--- config.mk ---
export PLATFORM = sky130hd
export DESIGN_NAME = zbt_stream_fifo
export DESIGN_NICKNAME = d
export VERILOG_FILES = /design/src/rtl/zbt_pkg.sv /design/src/rtl/zbt_out_fifo.sv /design/src/rtl/zbt_stream_fifo.sv
export SDC_FILE = /design/constraint.sdc
export NUM_CORES = 1
export LEC_CHECK = 0
export BUFFER_PORTS_ARGS = -buffer_cell sky130_fd_sc_hd__buf_2
export CAP_MARGIN = 25
export CELL_PAD_IN_SITES_DETAIL_PLACEMENT = 0
export CELL_PAD_IN_SITES_GLOBAL_PLACEMENT = 1
export CORE_ASPECT_RATIO = 0.6
export CORE_UTILIZATION = 35
export DETAILED_ROUTE_END_ITERATION = 7
export PLACE_DENSITY_LB_ADDON = 0.1
export SLEW_MARGIN = 30
export SYNTH_ARGS = -nofsm -noshare
export SYNTH_HDL_FRONTEND = slang
export SYNTH_SLANG_ARGS = --single-unit
--- constraint.sdc ---
create_clock -name clock -period 5.2 [get_ports clock]
set_clock_uncertainty 0.2 [all_clocks]
set_input_delay 1.04 -clock clock [delete_from_list [all_inputs] [get_ports clock]]
set_output_delay 1.04 -clock clock [all_outputs]
set_load 0.01 [all_outputs]
--- src/rtl/zbt_pkg.sv ---
// Shared ZBT bus widths and the slot encoding for the time-sliced ZBT port.
package zbt_pkg;

    localparam int ZBT_ADDR_W = 19;
    localparam int ZBT_DATA_W = 32;

    typedef enum logic {
        SLOT_READ  = 1'b0,
        SLOT_WRITE = 1'b1
    } slot_e;

endpackage

--- src/rtl/zbt_out_fifo.sv ---
// First-word fall-through FIFO holding words returned from the ZBT.
// Occupancy is exported so the top level can meter read requests against it.
module zbt_out_fifo
    import zbt_pkg::*;
#(
    parameter int DEPTH = 8,
    parameter int WIDTH = ZBT_DATA_W
) (
    input  logic                   clock,
    input  logic                   resetn,
    input  logic                   i_flush,
    input  logic                   i_push,
    input  logic [WIDTH-1:0]       i_data,
    input  logic                   i_pop,
    output logic [WIDTH-1:0]       o_data,
    output logic                   o_valid,
    output logic [$clog2(DEPTH):0] o_count
);

    localparam int AW = $clog2(DEPTH);

    logic [WIDTH-1:0] r_mem [DEPTH];
    logic [AW-1:0]    r_wr_idx;
    logic [AW-1:0]    r_rd_idx;
    logic [AW:0]      r_count;
    logic             w_pop;
    logic             w_push;

    assign w_pop   = i_pop & (r_count != '0);
    assign w_push  = i_push & ~i_flush;
    assign o_data  = r_mem[r_rd_idx];
    assign o_valid = (r_count != '0);
    assign o_count = r_count;

    always_ff @(posedge clock or negedge resetn) begin
        if (!resetn) begin
            r_wr_idx <= '0;
            r_rd_idx <= '0;
            r_count  <= '0;
        end else if (i_flush) begin
            r_wr_idx <= '0;
            r_rd_idx <= '0;
            r_count  <= '0;
        end else begin
            if (w_push) r_wr_idx <= r_wr_idx + AW'(1);
            if (w_pop)  r_rd_idx <= r_rd_idx + AW'(1);
            case ({w_push, w_pop})
                2'b10:   r_count <= r_count + (AW+1)'(1);
                2'b01:   r_count <= r_count - (AW+1)'(1);
                default: r_count <= r_count;
            endcase
        end
    end

    always_ff @(posedge clock) begin
        if (w_push) r_mem[r_wr_idx] <= i_data;
    end

endmodule

--- src/rtl/zbt_stream_fifo.sv ---
// Byte-stream FIFO spilling packed 32-bit words through a ZBT region, with alternating
// write/read slots, credit-metered reads and an on-chip fall-through output FIFO.
module zbt_stream_fifo
    import zbt_pkg::*;
#(
    parameter int                    ZBT_AW      = 17,
    parameter logic [ZBT_ADDR_W-1:0] REGION_BASE = 19'h60000,
    parameter int                    READ_LAT    = 2,
    parameter int                    OUT_DEPTH   = 8
) (
    input  logic                  clock,
    input  logic                  resetn,
    input  logic                  flush_i,
    input  logic                  in_valid_i,
    input  logic [7:0]            in_data_i,
    output logic                  in_ready_o,
    output logic                  out_valid_o,
    output logic [ZBT_DATA_W-1:0] out_data_o,
    input  logic                  out_ready_i,
    input  logic                  zbt_access_i,
    output logic [ZBT_ADDR_W-1:0] zbt_address_o,
    output logic [ZBT_DATA_W-1:0] zbt_write_data_o,
    output logic                  zbt_write_en_o,
    input  logic [ZBT_DATA_W-1:0] zbt_read_data_i,
    output logic [ZBT_AW:0]       level_o,
    output logic                  empty_o
);

    localparam int CW = $clog2(OUT_DEPTH) + 1;

    logic [1:0]            r_byte_cnt;
    logic [23:0]           r_shift;
    logic                  r_stage_valid;
    logic [ZBT_DATA_W-1:0] r_stage_data;
    slot_e                 r_slot;
    logic [ZBT_AW:0]       r_wr_ptr;
    logic [ZBT_AW:0]       r_rd_ptr;
    logic [READ_LAT-1:0]   r_inflight;

    logic                  w_accept;
    logic                  w_word_done;
    logic                  w_zempty;
    logic                  w_full;
    logic                  w_wr_en;
    logic                  w_rd_en;
    logic                  w_push;
    logic [ZBT_AW-1:0]     w_slot_ptr;
    logic [CW-1:0]         w_out_cnt;
    logic [CW-1:0]         w_inflight_cnt;
    logic [CW:0]           w_credit_used;

    assign in_ready_o  = ~(r_stage_valid & (r_byte_cnt == 2'd3));
    assign w_accept    = in_valid_i & in_ready_o & ~flush_i;
    assign w_word_done = w_accept & (r_byte_cnt == 2'd3);

    assign w_zempty = (r_wr_ptr == r_rd_ptr);
    assign w_full   = (r_wr_ptr[ZBT_AW] != r_rd_ptr[ZBT_AW]) &&
                      (r_wr_ptr[ZBT_AW-1:0] == r_rd_ptr[ZBT_AW-1:0]);

    // Reads already issued still own an output FIFO entry, so they count against the credit.
    always_comb begin
        w_inflight_cnt = '0;
        for (int i = 0; i < READ_LAT; i++) begin
            w_inflight_cnt = w_inflight_cnt + CW'(r_inflight[i]);
        end
    end

    assign w_credit_used = {1'b0, w_out_cnt} + {1'b0, w_inflight_cnt};

    assign w_wr_en = ~flush_i & (r_slot == SLOT_WRITE) & zbt_access_i & r_stage_valid & ~w_full;
    assign w_rd_en = ~flush_i & (r_slot == SLOT_READ) & zbt_access_i & ~w_zempty &
                     (w_credit_used < (CW+1)'(OUT_DEPTH));

    assign w_slot_ptr       = (r_slot == SLOT_WRITE) ? r_wr_ptr[ZBT_AW-1:0] : r_rd_ptr[ZBT_AW-1:0];
    assign zbt_address_o    = REGION_BASE | ZBT_ADDR_W'(w_slot_ptr);
    assign zbt_write_en_o   = w_wr_en;
    assign zbt_write_data_o = r_stage_data;

    assign level_o = r_wr_ptr - r_rd_ptr;
    assign empty_o = w_zempty & (w_out_cnt == '0) & (r_inflight == '0);
    assign w_push  = r_inflight[READ_LAT-1] & ~flush_i;

    always_ff @(posedge clock or negedge resetn) begin
        if (!resetn) begin
            r_byte_cnt    <= '0;
            r_stage_valid <= 1'b0;
            r_slot        <= SLOT_READ;
            r_wr_ptr      <= '0;
            r_rd_ptr      <= '0;
            r_inflight    <= '0;
        end else if (flush_i) begin
            r_byte_cnt    <= '0;
            r_stage_valid <= 1'b0;
            r_slot        <= SLOT_READ;
            r_wr_ptr      <= '0;
            r_rd_ptr      <= '0;
            r_inflight    <= '0;
        end else begin
            if (w_accept) r_byte_cnt <= r_byte_cnt + 2'd1;
            if (w_word_done)  r_stage_valid <= 1'b1;
            else if (w_wr_en) r_stage_valid <= 1'b0;
            r_slot <= (r_slot == SLOT_READ) ? SLOT_WRITE : SLOT_READ;
            if (w_wr_en) r_wr_ptr <= r_wr_ptr + (ZBT_AW+1)'(1);
            if (w_rd_en) r_rd_ptr <= r_rd_ptr + (ZBT_AW+1)'(1);
            r_inflight[0] <= w_rd_en;
            for (int i = 1; i < READ_LAT; i++) begin
                r_inflight[i] <= r_inflight[i-1];
            end
        end
    end

    // First byte ends up in the top byte of the packed word.
    always_ff @(posedge clock) begin
        if (w_accept)    r_shift      <= {r_shift[15:0], in_data_i};
        if (w_word_done) r_stage_data <= {r_shift, in_data_i};
    end

    zbt_out_fifo #(
        .DEPTH (OUT_DEPTH),
        .WIDTH (ZBT_DATA_W)
    ) u_out_fifo (
        .clock   (clock),
        .resetn  (resetn),
        .i_flush (flush_i),
        .i_push  (w_push),
        .i_data  (zbt_read_data_i),
        .i_pop   (out_ready_i),
        .o_data  (out_data_o),
        .o_valid (out_valid_o),
        .o_count (w_out_cnt)
    );

endmodule

==> run metrics <==
number of endpoints failing setup at the final stage 0; Vias/cell 4.90; number of gates given a new drive strength after cts 0; commonest non-fill, non-tap cell in the layout edfxtp_1; height of the die 163 um; worst skew pair latency 530 ps; number of rows in the core area 58; cell at the root of the clock tree clkbuf_16; die outline width 270 um; core footprint 42,200 um^2; count of flip-flops with a built-in enable after synthesis 312; crit-path max cell delay 460 ps; top-level port count 151; post-CTS setup buffers 0; # port buffers 148; fin util 0.420; syn avg cell area 16.9 um^2; clk slew on worst S/H paths 60 ps; warnings from Yosys 0; DRC marker count from the first detailed-route iteration 526; GRT Util Overall 0.154; pin count of the biggest net entering global routing 47; Buffers & Inverters on Critical Path 2; fin crit period 4550 ps; Post-synth ARST share 0.143; FF/Latch Area 10,700 um^2; final net count 1,130; kind of end point of the critical path output port; peak fanout along the critical path 7; Critical Path RT 3960 ps; leakage 0.00622 uW; maximum vdd drop 201 uV; fin. max-slew vios 0; critical path class flip-flop to output port; half-perimeter wire length after placement 20,600 um; tightest slew margin relative to the limit 0.397; power density over the cells 359 nW/um^2; gpl congestion 0.763; reg-to-reg startpoint r_rd_ptr[2]; Critical Path Source r_rd_ptr[0]; Worst Hold Slack 150 ps; Tcrit/Tclk final 0.875; global-route wire length before repair 51,300 um; number of vias after detailed routing 8,100; Least-Margin Pin Slew 902 ps; number of flip-flops and latches in the synthesized netlist 364; min-delay worst type primary input to asynchronous set/reset pin; placed cells 1,590; sequential-to-total area share from yosys stat 0.706; count of mapped cells out of synthesis 892; non-filler instance count after layout 1,653; Routed Antenna Nets 0; share of cells above drive strength 1 0.313; Setup WS pre-CTS 1300 ps; endpoints failing hold 0; H-tree Lvls 2; via count of the first global-routing pass 8,163; first-pass iteration count of the detailed router 5; Congestion Overflow GR 0; total of max-cap violations 0; full die area 44,000 um^2; setup total negative slack 0 ps; growth of design area from synthesis to finish 17.3%; initial antenna violation count 1; diode count 0; timing-limited maximum frequency 220 MHz; Post-Route WL 33,400 um; cts bufs inserted 36; Slowest cell on crit path dfrtp_1; sink count of the clock tree 364; setup repair after global routing missed its margin no; combined area of the multi-input logic cells 4230 um^2; starting utilization of the core area 0.358; nature of the critical path startpoint flip-flop; CP arrival 3310 ps; total DRC errors in the routed layout 0; maximum buffer depth of the clock tree 3; cell class contributing the biggest share of worst-path delay compound AO/OA/AOI/OAI gates; Post-Synthesis Cell Area 15,100 um^2; final-layout fill cell count 3,878; clock tree from TritonCTS yes; ordered cell list for the critical path ha_1, inv_1, fa_1, a211oi_1, o211ai_1, nand2_1, o21ai_1, a311oi_1, xnor2_1, buf_2; hold-fix buffers at CTS 0; result of the run completed; Synth Flop Type edfxtp_1; worst path setup slack after routing 648 ps; Avg WL per Cell 20.2 um; number of unique standard cell types used by synthesis 58; commonest cells after routing, fill and taps aside edfxtp_1 (312), buf_2 (148), mux4_2 (64), nor2_1 (50), dfrtp_1 (49)
[report_power, final]
| group | switching [uW] | internal (uW) | leakage, uW |
|---|---|---|---|
| combinational | 278 | 347 | 0.00216 |
| sequential | 69.7 | 3190 | 0.00353 |
| clock | 1080 | 1400 | 0.000531 |
| total | 1430 | 4930 | 0.00622 |
[routing by layer]
| layer | vias up | wire, um | GRT usage |
|---|---|---|---|
| li1 | 3786 | - | - |
| met1 | 4150 | 16800 | 0.233 |
| met2 | 118 | 14900 | 0.229 |
| met3 | 44 | 1160 | 0.0302 |
| met4 | 2 | 532 | 0.0326 |
| met5 | - | 10 | 0 |
[path summary, 6_finish.rpt]
kind                                          endpoint  slack, ps  depth (start not counted)
worst max-delay path                       level_o[16]        650                         10
worst min-delay path                      r_wr_ptr[13]        150                          1
worst max register to register            r_wr_ptr[10]       1740                          8
worst min register to register    zbt_write_data_o[25]        220                          0
max in group asynchronous       u_out_fifo.r_rd_idx[0]       3730                          2
min in group clock                zbt_write_data_o[25]        220                          0
[synth_stat cells (all sizes together) (2+ instances only)]
cell type	n	share of area
edfxtp	312	0.62
mux4	64	0.095
nor2	59	0.015
dfrtp	52	0.086
nand2	48	0.012
mux2	35	0.026
o21ai	33	0.011
a21oi	27	0.0089
ha	25	0.021
inv	25	0.0062
xnor2	25	0.015
buf	23	0.0077
xor2	21	0.012
nand3	19	0.0063
clkbuf	18	0.0045
nand4	17	0.0079
a21o	8	0.0040
nor3	8	0.0026
nor4	8	0.0047
or3	7	0.0029
and2	5	0.0021
and3	5	0.0021
mux2i	5	0.0033
nand2b	4	0.0017
nor2b	4	0.0017
o31ai	4	0.0020
or4	4	0.0020
a311oi	3	0.0017
or2	3	0.0012
a2111oi	2	0.0012
a211oi	2	0.00099
and4	2	0.0012
nand3b	2	0.0012
o21a	2	0.00099
[sequential cells by signal, indices dropped and copies added (netlist names), 2 cells and up]
name and flops:
u_out_fifo.r_mem 256, zbt_write_data_o 32, r_shift 24, r_rd_ptr 18, r_wr_ptr 18, u_out_fifo.o_count 4, u_out_fifo.r_rd_idx 3, u_out_fifo.r_wr_idx 3
r_byte_cnt 2, r_inflight 2
[final cells by class]
class,count,area share
clock buffer,50,0.0562
clock inverter,13,0.00586
inverter,25,0.00529
multi-input combinational,463,0.238
sequential,364,0.602
tap,570,0.0402
timing repair buffer,168,0.0517
[logic make-up after synthesis]
| group | after synthesis | share of synthesized area |
|---|---|---|
| flops | 364 | 0.706 |
| simple gates | 198 | 0.0668 |
| mux | 104 | 0.125 |
| compound gates | 87 | 0.0343 |
| buf+inv | 66 | 0.0184 |
| xor+xnor | 46 | 0.0272 |
| fa+ha+maj | 26 | 0.0220 |
| other cells | 1 | 0.000248 |
[stage by stage]
stage / total power [uW] / cell area, um^2
2_1_floorplan: 3760 / 15100
3_3_place_gp: 3970 / 16600
3_5_place_dp: 3970 / 16600
4_1_cts: 6490 / 17700
5_1_grt: 6650 / 17700
6_report: 6370 / 17700
No activity file was read; power rests on OpenSTA's default activity.
